$ cat src/rtl/regfile_sb_pkg.sv
// Shared defaults and sizing helper for the scoreboarded register file.
package regfile_sb_pkg;

  localparam int DEF_WIDTH = 16;
  localparam int DEF_NREGS = 4;

  function automatic int addr_w(input int n);
    return (n <= 2) ? 1 : $clog2(n);
  endfunction

endpackage

$ cat src/rtl/rf_scoreboard.sv
// Busy-bit scoreboard: tracks outstanding destination writes and gates issue
// on RAW (source) and WAW (destination) hazards.
module rf_scoreboard
  import regfile_sb_pkg::*;
#(
  parameter int NREGS    = DEF_NREGS,
  parameter int ZERO_REG = 0,
  parameter int BYPASS   = 1,
  parameter int ADDRW    = addr_w(DEF_NREGS)
) (
  input  logic             clk,
  input  logic             rst,
  input  logic             we,
  input  logic [ADDRW-1:0] wr_addr,
  input  logic [ADDRW-1:0] rd_addr1,
  input  logic [ADDRW-1:0] rd_addr2,
  input  logic             rd_use1,
  input  logic             rd_use2,
  input  logic             iss_valid,
  input  logic             iss_wr,
  input  logic [ADDRW-1:0] iss_dst,
  output logic             iss_ready,
  output logic [ADDRW:0]   pending_cnt
);

  localparam bit ZR = (ZERO_REG != 0);
  localparam bit BP = (BYPASS != 0);

  logic [NREGS-1:0] busy_q, busy_d;
  logic [ADDRW:0]   cnt_q, cnt_d;
  logic             blk_src1, blk_src2, blk_dst;

  // A source waiting on the register being written back this cycle is only
  // released when the write data can be forwarded.
  always_comb begin
    blk_src1  = rd_use1 && busy_q[rd_addr1] && !(BP && we && (wr_addr == rd_addr1));
    blk_src2  = rd_use2 && busy_q[rd_addr2] && !(BP && we && (wr_addr == rd_addr2));
    blk_dst   = iss_wr && busy_q[iss_dst] && !(we && (wr_addr == iss_dst));
    iss_ready = !(blk_src1 || blk_src2 || blk_dst);
  end

  // Set is applied after clear so a same-cycle issue to the written register wins.
  always_comb begin
    busy_d = busy_q;
    if (we) busy_d[wr_addr] = 1'b0;
    if (iss_valid && iss_ready && iss_wr) busy_d[iss_dst] = 1'b1;
    if (ZR) busy_d[0] = 1'b0;
    cnt_d = '0;
    for (int i = 0; i < NREGS; i++) begin
      cnt_d = cnt_d + {{ADDRW{1'b0}}, busy_d[i]};
    end
  end

  always_ff @(posedge clk or posedge rst) begin
    if (rst) begin
      busy_q <= '0;
      cnt_q  <= '0;
    end else begin
      busy_q <= busy_d;
      cnt_q  <= cnt_d;
    end
  end

  assign pending_cnt = cnt_q;

endmodule

$ cat src/rtl/regfile_sb.sv
// Register file with optional zero register and write-to-read bypass, plus
// a busy-bit scoreboard that decides whether an instruction may issue.
module regfile_sb
  import regfile_sb_pkg::*;
#(
  parameter int  WIDTH    = DEF_WIDTH,
  parameter int  NREGS    = DEF_NREGS,
  parameter int  ZERO_REG = 0,
  parameter int  BYPASS   = 1,
  localparam int ADDRW    = addr_w(NREGS)
) (
  input  logic               clk,
  input  logic               rst,
  input  logic               we,
  input  logic [ADDRW-1:0]   wr_addr,
  input  logic [WIDTH-1:0]   wr_data,
  input  logic [ADDRW-1:0]   rd_addr1,
  input  logic [ADDRW-1:0]   rd_addr2,
  output logic [WIDTH-1:0]   rd_data1,
  output logic [WIDTH-1:0]   rd_data2,
  input  logic               rd_use1,
  input  logic               rd_use2,
  input  logic               iss_valid,
  input  logic               iss_wr,
  input  logic [ADDRW-1:0]   iss_dst,
  output logic               iss_ready,
  output logic [ADDRW:0]     pending_cnt,
  output logic [NREGS*WIDTH-1:0] dbg_regs
);

  localparam bit ZR = (ZERO_REG != 0);
  localparam bit BP = (BYPASS != 0);

  logic [WIDTH-1:0] regs_q [NREGS];
  logic             wr_en;

  // Writes aimed at the hard-wired zero register are dropped entirely.
  assign wr_en = we && !(ZR && (wr_addr == '0));

  always_ff @(posedge clk or posedge rst) begin
    if (rst) begin
      for (int i = 0; i < NREGS; i++) regs_q[i] <= '0;
    end else if (wr_en) begin
      regs_q[wr_addr] <= wr_data;
    end
  end

  always_comb begin
    rd_data1 = regs_q[rd_addr1];
    if (BP && wr_en && (rd_addr1 == wr_addr)) rd_data1 = wr_data;
    if (ZR && (rd_addr1 == '0)) rd_data1 = '0;
  end

  always_comb begin
    rd_data2 = regs_q[rd_addr2];
    if (BP && wr_en && (rd_addr2 == wr_addr)) rd_data2 = wr_data;
    if (ZR && (rd_addr2 == '0)) rd_data2 = '0;
  end

  for (genvar g = 0; g < NREGS; g++) begin : g_dbg
    assign dbg_regs[g*WIDTH +: WIDTH] = regs_q[g];
  end

  rf_scoreboard #(
    .NREGS    (NREGS),
    .ZERO_REG (ZERO_REG),
    .BYPASS   (BYPASS),
    .ADDRW    (ADDRW)
  ) u_sb (
    .clk         (clk),
    .rst         (rst),
    .we          (we),
    .wr_addr     (wr_addr),
    .rd_addr1    (rd_addr1),
    .rd_addr2    (rd_addr2),
    .rd_use1     (rd_use1),
    .rd_use2     (rd_use2),
    .iss_valid   (iss_valid),
    .iss_wr      (iss_wr),
    .iss_dst     (iss_dst),
    .iss_ready   (iss_ready),
    .pending_cnt (pending_cnt)
  );

endmodule

$ cat config.mk
export PLATFORM = sky130hd
export DESIGN_NAME = regfile_sb
export DESIGN_NICKNAME = d
export VERILOG_FILES = /design/src/rtl/regfile_sb_pkg.sv /design/src/rtl/rf_scoreboard.sv /design/src/rtl/regfile_sb.sv
export SDC_FILE = /design/constraint.sdc
export NUM_CORES = 1
export LEC_CHECK = 0
export BUFFER_PORTS_ARGS = -buffer_cell sky130_fd_sc_hd__buf_2
export CAP_MARGIN = 15
export CORE_MARGIN = 1
export CORE_UTILIZATION = 31
export DETAILED_ROUTE_END_ITERATION = 8
export SYNTH_ARGS = -nofsm -noshare
export SYNTH_HDL_FRONTEND = slang
export SYNTH_SLANG_ARGS = --single-unit
$ cat constraint.sdc
create_clock -name clk -period 4.79 [get_ports clk]
set_input_delay 0.2395 -clock clk [delete_from_list [all_inputs] [get_ports clk]]
set_output_delay 0.2395 -clock clk [all_outputs]
set_load 0.005 [all_outputs]
==> impl_metrics.tcl, run 1 <==
set metrics [dict create \
    grt_usage 0.1730 \
    critical_path_class "in -> reg" \
    coreArea_um2 12670 \
    clockRootBuffer "clkbuf_16" \
    grt-ovfl-total 0 \
    syn_area_um2 4055 \
    synth.top_cell.area_share 0.4381 \
    yosysTopAreaCell "dfrtp_1" \
    min_path_type "in -> async" \
    antennaDiodeCount 0 \
    crit_required_ns 5.01 \
    ios 131 \
    worstRegToRegCells 6 \
    syn_inst 258 \
    hold_ws_ns 0.009932 \
    final_max_slew_viol_count 0 \
    cp_max_fo 19 \
    post-route-util 0.4047 \
    dpl.hpwl_um 7783 \
    synthTopCellsByArea "dfrtp_1 (44%), mux2_2 (27%), mux4_2 (17%), mux4_1 (1.9%), buf_2 (1.2%)" \
    hold_buffers 0 \
    grt_pass1_vias 2925 \
    htreeDepth 3 \
    nNetsFinal 419 \
    grt_pass1_wl_um 17050 \
    dpl.cell_count 546 \
    synth_fp_nets 292 \
    slew_headroom 0.2550 \
    start_kind "primary input" \
    final.setup.worst_slack_ns 1.817 \
    tns_ns 0 \
    initial_core_util 0.3200 \
    status "completed" \
    post_dp_cell_area_um2 4847 \
    cts_buffer_depth 2 \
    final_cell_area_um2 5127 \
    post-route-period-util 0.6206 \
    io_buffers 130 \
    worstReg2RegStart "u_sb.busy_q[0]" \
    areaGrowthSynthToFinish_pct 26.44 \
    synth_edf_count 0 \
    yosys_warnings 0 \
    drc_errors 0 \
    clock_sink_count 71 \
    timing.fmax_mhz 336.4 \
    crit_arrival_ns 3.19 \
    drt_iter0_drc 155 \
    ys_ff_latch 71 \
    reg2reg_to "u_sb.pending_cnt[1]" \
    final_cells 562 \
    antenna_found_initial 0 \
    cts_resized 0 \
    rows 41 \
    routed_wirelength_um 11090 \
    yosysSeqAreaShare 0.4381 \
    dp_slack_ns 1.380 \
    hold_viol_final 0 \
    die_w_um 116.4 \
    cts_tree "built" \
    worst_setup_path_end_kind "flip-flop" \
    power.total_mw 2.096 \
    skew_ns 0.0003235 \
    insertion_delay_ns 0.33 \
    reg2reg_setup_slack_ns 2.18 \
    synth_ff_type "dfrtp_1" \
    synth-async-reset-ratio 1.000 \
    viasPerCell 5.037 \
    syn_area_per_cell_um2 15.72 \
    drive_gt1_frac 0.7256 \
    rsz0062_at_grt "false" \
    wl_per_cell_um 19.74 \
    clkTransAtPathRegs_ns 0.06 \
    cts_setup_buffers 0 \
    dieArea_um2 13540 \
    drtAntennaViolNets 0 \
    maxCapViolations 0 \
    worst_pin_slew_ns 1.114 \
    final.min_clock_period_ns 2.973 \
    die_h_um 116.4 \
    layout_commonest_cell "buf_2" \
    power_leakage_nw 2.289 \
    peakVddDrop_mv 0.1685 \
    mostFrequentLayoutCells "buf_2 (130), mux2_2 (96), dfrtp_1 (71)" \
    critPathLaunch "rd_addr1[0]" \
    p_per_area_nw_per_um2 408.8 \
    num_vias 2831 \
    setup_viol 0 \
    gp_congestion 0.7360 \
    grt_max_degree 41 \
    firstDrtPassIters 6 \
    synth_cell_types 25 \
    cts_made_buffers 9 \
]
[routing by layer]
| metal | vias to the layer above | track usage | wire, um |
|---|---|---|---|
| met3 | 12 | 0.04100 | 586 |
| met5 | - | 0 | 0 |
| met4 | 0 | 0.05983 | 181 |
| met2 | 99 | 0.2824 | 5424 |
| met1 | 1454 | 0.2253 | 4901 |
| li1 | 1266 | - | - |
[sequential cells by signal, indices dropped and copies added, names as in the netlist]
signal / count
dbg_regs: 64
u_sb.busy_q: 4
u_sb.pending_cnt: 3
[power breakdown]
part / switching, mW / leakage (nW) / internal, mW
combinational: 0.246 / 1.31 / 0.381
clock: 0.274 / 0.133 / 0.356
sequential: 0.120 / 0.847 / 0.720
total: 0.639 / 2.29 / 1.46
[worst max-delay path by stage]
stage / depth (start not counted) / slack [ns] / end
after floorplan: 7 / 2.34 / u_sb.pending_cnt[1]
after global placement: 8 / 1.51 / u_sb.pending_cnt[1]
after detailed placement: 8 / 1.38 / u_sb.pending_cnt[1]
after CTS: 8 / 1.74 / u_sb.pending_cnt[1]
after global routing: 8 / 1.58 / u_sb.pending_cnt[1]
final: 8 / 1.82 / u_sb.pending_cnt[1]
[cell usage after synthesis (2+ instances only)]
| cell type | instances |
|---|---|
| buf_6 | 3 |
| nand2b_1 | 4 |
| xnor2_1 | 4 |
| mux2_2 | 96 |
| buf_2 | 10 |
| o22ai_1 | 2 |
| xnor2_2 | 2 |
| mux2i_1 | 4 |
| dfrtp_1 | 71 |
| mux4_2 | 30 |
| nand2_1 | 6 |
| mux4_1 | 3 |
| o41ai_1 | 4 |
| nand3_2 | 2 |
| clkbuf_1 | 3 |
| buf_4 | 2 |
| nand3_1 | 2 |
| ha_1 | 2 |
| nand3b_1 | 2 |
[kinds of logic after synthesis]
kind of cell             count (synthesis)  share of synthesized area
AO/OA/AOI/OAI                            7                    0.01388
XOR/XNOR                                 6                    0.01666
adder cells (fa/ha/maj)                  3                    0.01111
buffers and inverters                   19                    0.02808
flip-flops                              71                     0.4381
multiplexers                           133                     0.4625
AND/OR/NAND/NOR                         19                    0.02962
[layout make-up]
type | instances | area (um^2)
Clock inverter | 7 | 55.05
Multi-Input combinational cell | 168 | 2171
Timing Repair Buffer | 134 | 680.7
Fill cell | 1253 | 7543
Tap cell | 172 | 215.2
Clock buffer | 9 | 225.2
Sequential cell | 71 | 1777
Inverter | 1 | 3.754
[critical path: stages]
cell and delay, ns:
buf_2 0.44, xnor2_2 0.18, nand3_2 0.44, a22o_1 0.43
o41ai_1 0.49, ha_1 0.32, fa_1 0.36, ha_1 0.27
No activity file was read; power rests on OpenSTA's default activity.
==> run 2, diff against run 1 <==
==> constraint.sdc (replaced) <==
create_clock -name clk -period 3.1 [get_ports clk]
set_input_delay 0.155 -clock clk [delete_from_list [all_inputs] [get_ports clk]]
set_output_delay 0.155 -clock clk [all_outputs]
set_load 0.005 [all_outputs]
==> run 2 against run 1 <==
  * Combinational power rose by 54%
  * Critical path depth down 2
  * Sequential share of layout area decreased by 0.89 points
  * Via count increased by 2.9%
  * Cell count is 1.6% higher
  * Worst hold slack improved by 0.12 ns
  * Clock power is 89% higher
  * Critical endpoint unchanged
  * Register-to-register slack lost 1.7 ns
  * Design area up 2.6%
  * Sequential cell count unchanged
  * Utilization grew 1.1 points
  * First-iteration DRC count down 31%
==> impl_metrics.tcl, run 2 (synthesized netlist as in run 1, its figures left out) <==
set metrics [dict create \
    status "completed" \
    combPwrFrac 0.280 \
    cts_resized 0 \
    drc_errors 0 \
    grt_pass1_vias 2892 \
    grt_use_met3 0.02906 \
    power_leakage_nw 2.363 \
    p_per_area_nw_per_um2 655.3 \
    cts_setup_buffers 0 \
    dieArea_um2 13540 \
    maxCapViolations 0 \
    insertion_delay_ns 0.33 \
    grt_usage 0.1706 \
    post-route-period-util 0.8449 \
    drtAntennaViolNets 0 \
    p_seq_frac 0.374 \
    hold_buffers 1 \
    rsz0062_at_grt "false" \
    grt_pass1_wl_um 16910 \
    htreeDepth 3 \
    min_path_type "in -> reg" \
    largest_reg_flops 64 \
    peakVddDrop_mv 0.2028 \
    hold_viol_final 0 \
    antenna_found_initial 0 \
    cts_made_buffers 9 \
    mostFrequentLayoutCells "buf_2 (130), mux2_2 (96), dfrtp_1 (71)" \
    clockPowerShare 0.346 \
    start_kind "flip-flop" \
    slowest_stage "mux4_2" \
    crit_arrival_ns 2.84 \
    cp_max_fo 5 \
    cts_buffer_depth 2 \
    p_sw_frac 0.2761 \
    critical_path_class "reg -> reg" \
    setup_viol 0 \
    firstDrtPassIters 4 \
    seqCellArea_um2 1777 \
    multi_input_area_um2 2171 \
    p_int_mw 2.496 \
    slew_headroom 0.5721 \
    hold_ws_ns 0.1279 \
    p_switching_uw 952.3 \
    coreArea_um2 12670 \
    nNetsFinal 428 \
    drt_iter0_drc 107 \
    grtUsageMet2 0.2892 \
    routed_wirelength_um 11220 \
    clockRootBuffer "clkbuf_16" \
    cts_tree "built" \
    ios 131 \
    viasPerCell 5.103 \
    antennaDiodeCount 0 \
    fill_cells 1222 \
    areaGrowthSynthToFinish_pct 29.77 \
    initial_core_util 0.3200 \
    max_stage_delay_ns 0.47 \
    clock_sink_count 71 \
    timing.fmax_mhz 381.8 \
    cp_common_cell "ha_1" \
    drive_gt1_frac 0.7293 \
    grt-ovfl-total 0 \
    busiest_layer "met2" \
    clkTransAtPathRegs_ns 0.06 \
    gp_congestion 0.8456 \
    dpl.hpwl_um 7853 \
    final.min_clock_period_ns 2.619 \
    die_w_um 116.4 \
    wl_per_cell_um 19.64 \
    layout_commonest_cell "buf_2" \
    crit_required_ns 3.32 \
    gr-usage-met1 0.2254 \
    die_h_um 116.4 \
    tns_ns 0 \
    io_buffers 130 \
    worst_setup_path_end_kind "flip-flop" \
    rows 41 \
    skew_ns 0.0004972 \
    num_vias 2914 \
    path_cells "mux4_2 > and3_4 > o41ai_1 > ha_1 > fa_1 > ha_1" \
    final_max_slew_viol_count 0 \
    worst_pin_slew_ns 0.6408 \
    grt_max_degree 30 \
]
[run 2: through the flow]
stage / area [um^2] / utilization / std cells / power, mW / worst slack [ns]
5_1_grt: 5263 / 0.4153 / 571 / 3.633 / 0.3823
6_report: 5263 / 0.4153 / 571 / 3.449 / 0.4807
3_5_place_dp: 4907 / 0.3873 / 554 / 2.285 / 0.4726
3_3_place_gp: 4907 / 0.3873 / 554 / 2.259 / 0.5682
4_1_cts: 5263 / 0.4153 / 571 / 3.485 / 0.4759
2_1_floorplan: 4055 / - / 258 / 1.836 / 0.6558
[run 2: power by group through the flow]
stage / sequential (mW) / combinational (mW) / clock, mW
after floorplan: 1.27 / 0.562 / 0
after global placement: 1.30 / 0.964 / 0
after detailed placement: 1.31 / 0.979 / 0
after CTS: 1.29 / 0.983 / 1.21
after global routing: 1.32 / 1.06 / 1.25
final: 1.29 / 0.965 / 1.19
[run 2: worst max-delay path, delay by kind of cell (launching register included)]
family,cells,cell delay (ns)
adders and majority gates,3,0.97
AOI/OAI and AO/OA,1,0.44
muxes,1,0.47
and+or+nand+nor,1,0.21
DFF,1,0.41
[run 2: metal layers]
| metal | vias to the layer above | routed length (um) |
|---|---|---|
| met5 | - | 0 |
| met4 | 0 | 78 |
| met3 | 7 | 511 |
| met2 | 94 | 5667 |
| met1 | 1529 | 4957 |
| li1 | 1284 | - |
[run 2: final timing paths]
path	startpoint	end	slack, ns	depth (start not counted)
min in group asynchronous	rst	dbg_regs[12]	0.46	3
max in group asynchronous	rst	dbg_regs[61]	1.84	4
hold / removal	wr_data[0]	dbg_regs[16]	0.13	2
setup reg to reg	u_sb.busy_q[3]	u_sb.pending_cnt[1]	0.48	6
hold reg to reg	dbg_regs[8]	dbg_regs[8]	0.55	1
setup / recovery	u_sb.busy_q[3]	u_sb.pending_cnt[1]	0.48	6
[run 2: area by class of cell]
type / instances / share of cell area
Clock buffer: 9 / 0.04280
Clock inverter: 7 / 0.02282
Inverter: 1 / 0.0007133
Multi-Input combinational cell: 168 / 0.4125
Sequential cell: 71 / 0.3376
Tap cell: 172 / 0.04089
Timing Repair Buffer: 143 / 0.1427
==> run 3, diff against run 2 <==
==> constraint.sdc (replaced) <==
create_clock -name clk -period 2.4 [get_ports clk]
set_input_delay 0.12 -clock clk [delete_from_list [all_inputs] [get_ports clk]]
set_output_delay 0.12 -clock clk [all_outputs]
set_load 0.005 [all_outputs]
==> run 3 against run 2 <==
  * Fmax up 11%
  * Highest routed layer unchanged
  * Sequential share of layout area down 0.83 points
  * Critical endpoint unchanged
  * Wire length down 1.7%
==> impl_metrics.tcl, run 3 (synthesized netlist as in run 1, its figures left out) <==
set metrics [dict create \
    status "completed" \
    clock_sink_count 71 \
    rows 41 \
    worst_pin_slew_ns 0.7296 \
    crit_arrival_ns 2.65 \
    insertion_delay_ns 0.33 \
    final_cells 583 \
    clkTransAtPathRegs_ns 0.06 \
    firstDrtPassIters 4 \
    io_buffers 130 \
    clockRootBuffer "clkbuf_16" \
    cts_tree "built" \
    hold_viol_final 0 \
    fill_cells 1220 \
    wl_per_cell_um 18.91 \
    num_vias 2892 \
    drt_iter0_drc 112 \
    mostFrequentLayoutCells "buf_2 (130), mux2_2 (96), dfrtp_1 (71)" \
    dpl.cell_count 563 \
    cts_made_buffers 9 \
    htreeDepth 3 \
    drive_gt1_frac 0.7494 \
    crit_required_ns 2.68 \
    grt_max_degree 41 \
    timing.fmax_mhz 421.9 \
    layout_commonest_cell "buf_2" \
    initial_core_util 0.3200 \
    areaGrowthSynthToFinish_pct 33.05 \
    rsz0062_at_grt "true" \
    dr_wl_met2_um 5662 \
    cts_buffer_depth 2 \
    peakVddDrop_mv 0.4038 \
    final.min_clock_period_ns 2.370 \
    max_stage_delay_ns 0.47 \
    ios 131 \
    antennaDiodeCount 0 \
    coreArea_um2 12670 \
    viasPerCell 4.961 \
    routed_wirelength_um 11020 \
    largest_reg_flops 64 \
    die_h_um 116.4 \
    post-route-period-util 0.9876 \
    final_max_slew_viol_count 0 \
    setup_viol 0 \
    routed.top_layer "met4" \
    dpl.hpwl_um 7740 \
    min_path_type "in -> reg" \
    dieArea_um2 13540 \
    slew_headroom 0.5129 \
    path_cells "mux4_2 > and3_4 > o41ai_4 > ha_1 > fa_2 > ha_4" \
    worst_setup_path_end_kind "flip-flop" \
    critical_path_class "reg -> reg" \
    grt_pass1_wl_um 16880 \
    route.met3.wl_um 521 \
    drc_errors 0 \
    skew_ns 0.001498 \
    maxCapViolations 0 \
    start_kind "flip-flop" \
    post-route-util 0.4258 \
    nNetsFinal 440 \
    power_leakage_nw 2.428 \
    antenna_found_initial 0 \
    slowest_stage "mux4_2" \
    grt_usage 0.1741 \
    cp_max_fo 4 \
    gp_congestion 0.8463 \
    die_w_um 116.4 \
    drtAntennaViolNets 0 \
    routedLengthMet1_um 4639 \
    grt-ovfl-total 0 \
    p_per_area_nw_per_um2 807.7 \
    grt_pass1_vias 2981 \
]
-- run 3: repair_timing --
action | in CTS | in global routing
gates resized for setup | 6 | 1
endpoints found under the hold margin | 31 | 0
hold buffers | 1 | 0
gates cloned | 0 | 0
buffers inserted | 3 | 0
pin swaps | 6 | 7
endpoints found under the setup margin | 2 | 3
-- run 3: area by class of cell --
class	count	area, um^2	share of cell area
multi-input cells	168	2232	0.4137
flip-flops and latches	71	1777	0.3293
repair buffers	155	857.1	0.1589
clock buffers	12	256.5	0.04754
well taps	172	215.2	0.03989
clock inverters	4	53.80	0.009972
inverters	1	3.754	0.0006957
-- run 3: where the power goes --
part	leakage (nW)	switching [mW]	internal [mW]
Combinational	1.44	0.507	0.831
Clock	0.145	0.502	0.862
Sequential	0.847	0.217	1.44
Total	2.43	1.23	3.13
-- run 3: routing by layer --
| layer | vias to the layer above | GRT usage |
|---|---|---|
| met3 | 13 | 0.04411 |
| met4 | 0 | 0.06581 |
| met2 | 93 | 0.2955 |
| li1 | 1308 | - |
| met5 | - | 0 |
| met1 | 1478 | 0.2132 |
-- run 3: final timing paths --
| kind | start | to | slack, ns | cells after the start |
|---|---|---|---|---|
| worst max register to register | u_sb.busy_q[0] | u_sb.pending_cnt[1] | 0.03 | 6 |
| min in group asynchronous | rst | dbg_regs[53] | 0.46 | 3 |
| worst min register to register | dbg_regs[22] | dbg_regs[22] | 0.55 | 1 |
| max in group asynchronous | rst | dbg_regs[62] | 1.26 | 4 |
| worst min-delay path | wr_data[1] | dbg_regs[49] | 0.08 | 2 |
| worst max-delay path | u_sb.busy_q[0] | u_sb.pending_cnt[1] | 0.03 | 6 |
-- run 3: through the flow --
stage / cell area, um^2 / hold slack (ns) / setup TNS (ns) / total power [mW] / worst slack, ns
after floorplan: 4070 / 0.2706 / 0 / 2.379 / 0.02849
after global placement: 5002 / 0.2794 / -0.02698 / 2.948 / -0.02698
after detailed placement: 5002 / 0.2963 / -0.1030 / 2.985 / -0.09890
after CTS: 5388 / 0.06876 / -0.02474 / 4.434 / -0.02474
after global routing: 5395 / 0.08112 / -0.04675 / 4.630 / -0.04675
final: 5395 / 0.08386 / 0 / 4.358 / 0.02985
-- run 3: worst max-delay path: cells and delay by family, from the launching register on --
family          cells  cell delay [ns]
flops               1             0.40
fa+ha+maj           3             0.92
mux                 1             0.47
simple gates        1             0.19
compound gates      1             0.35
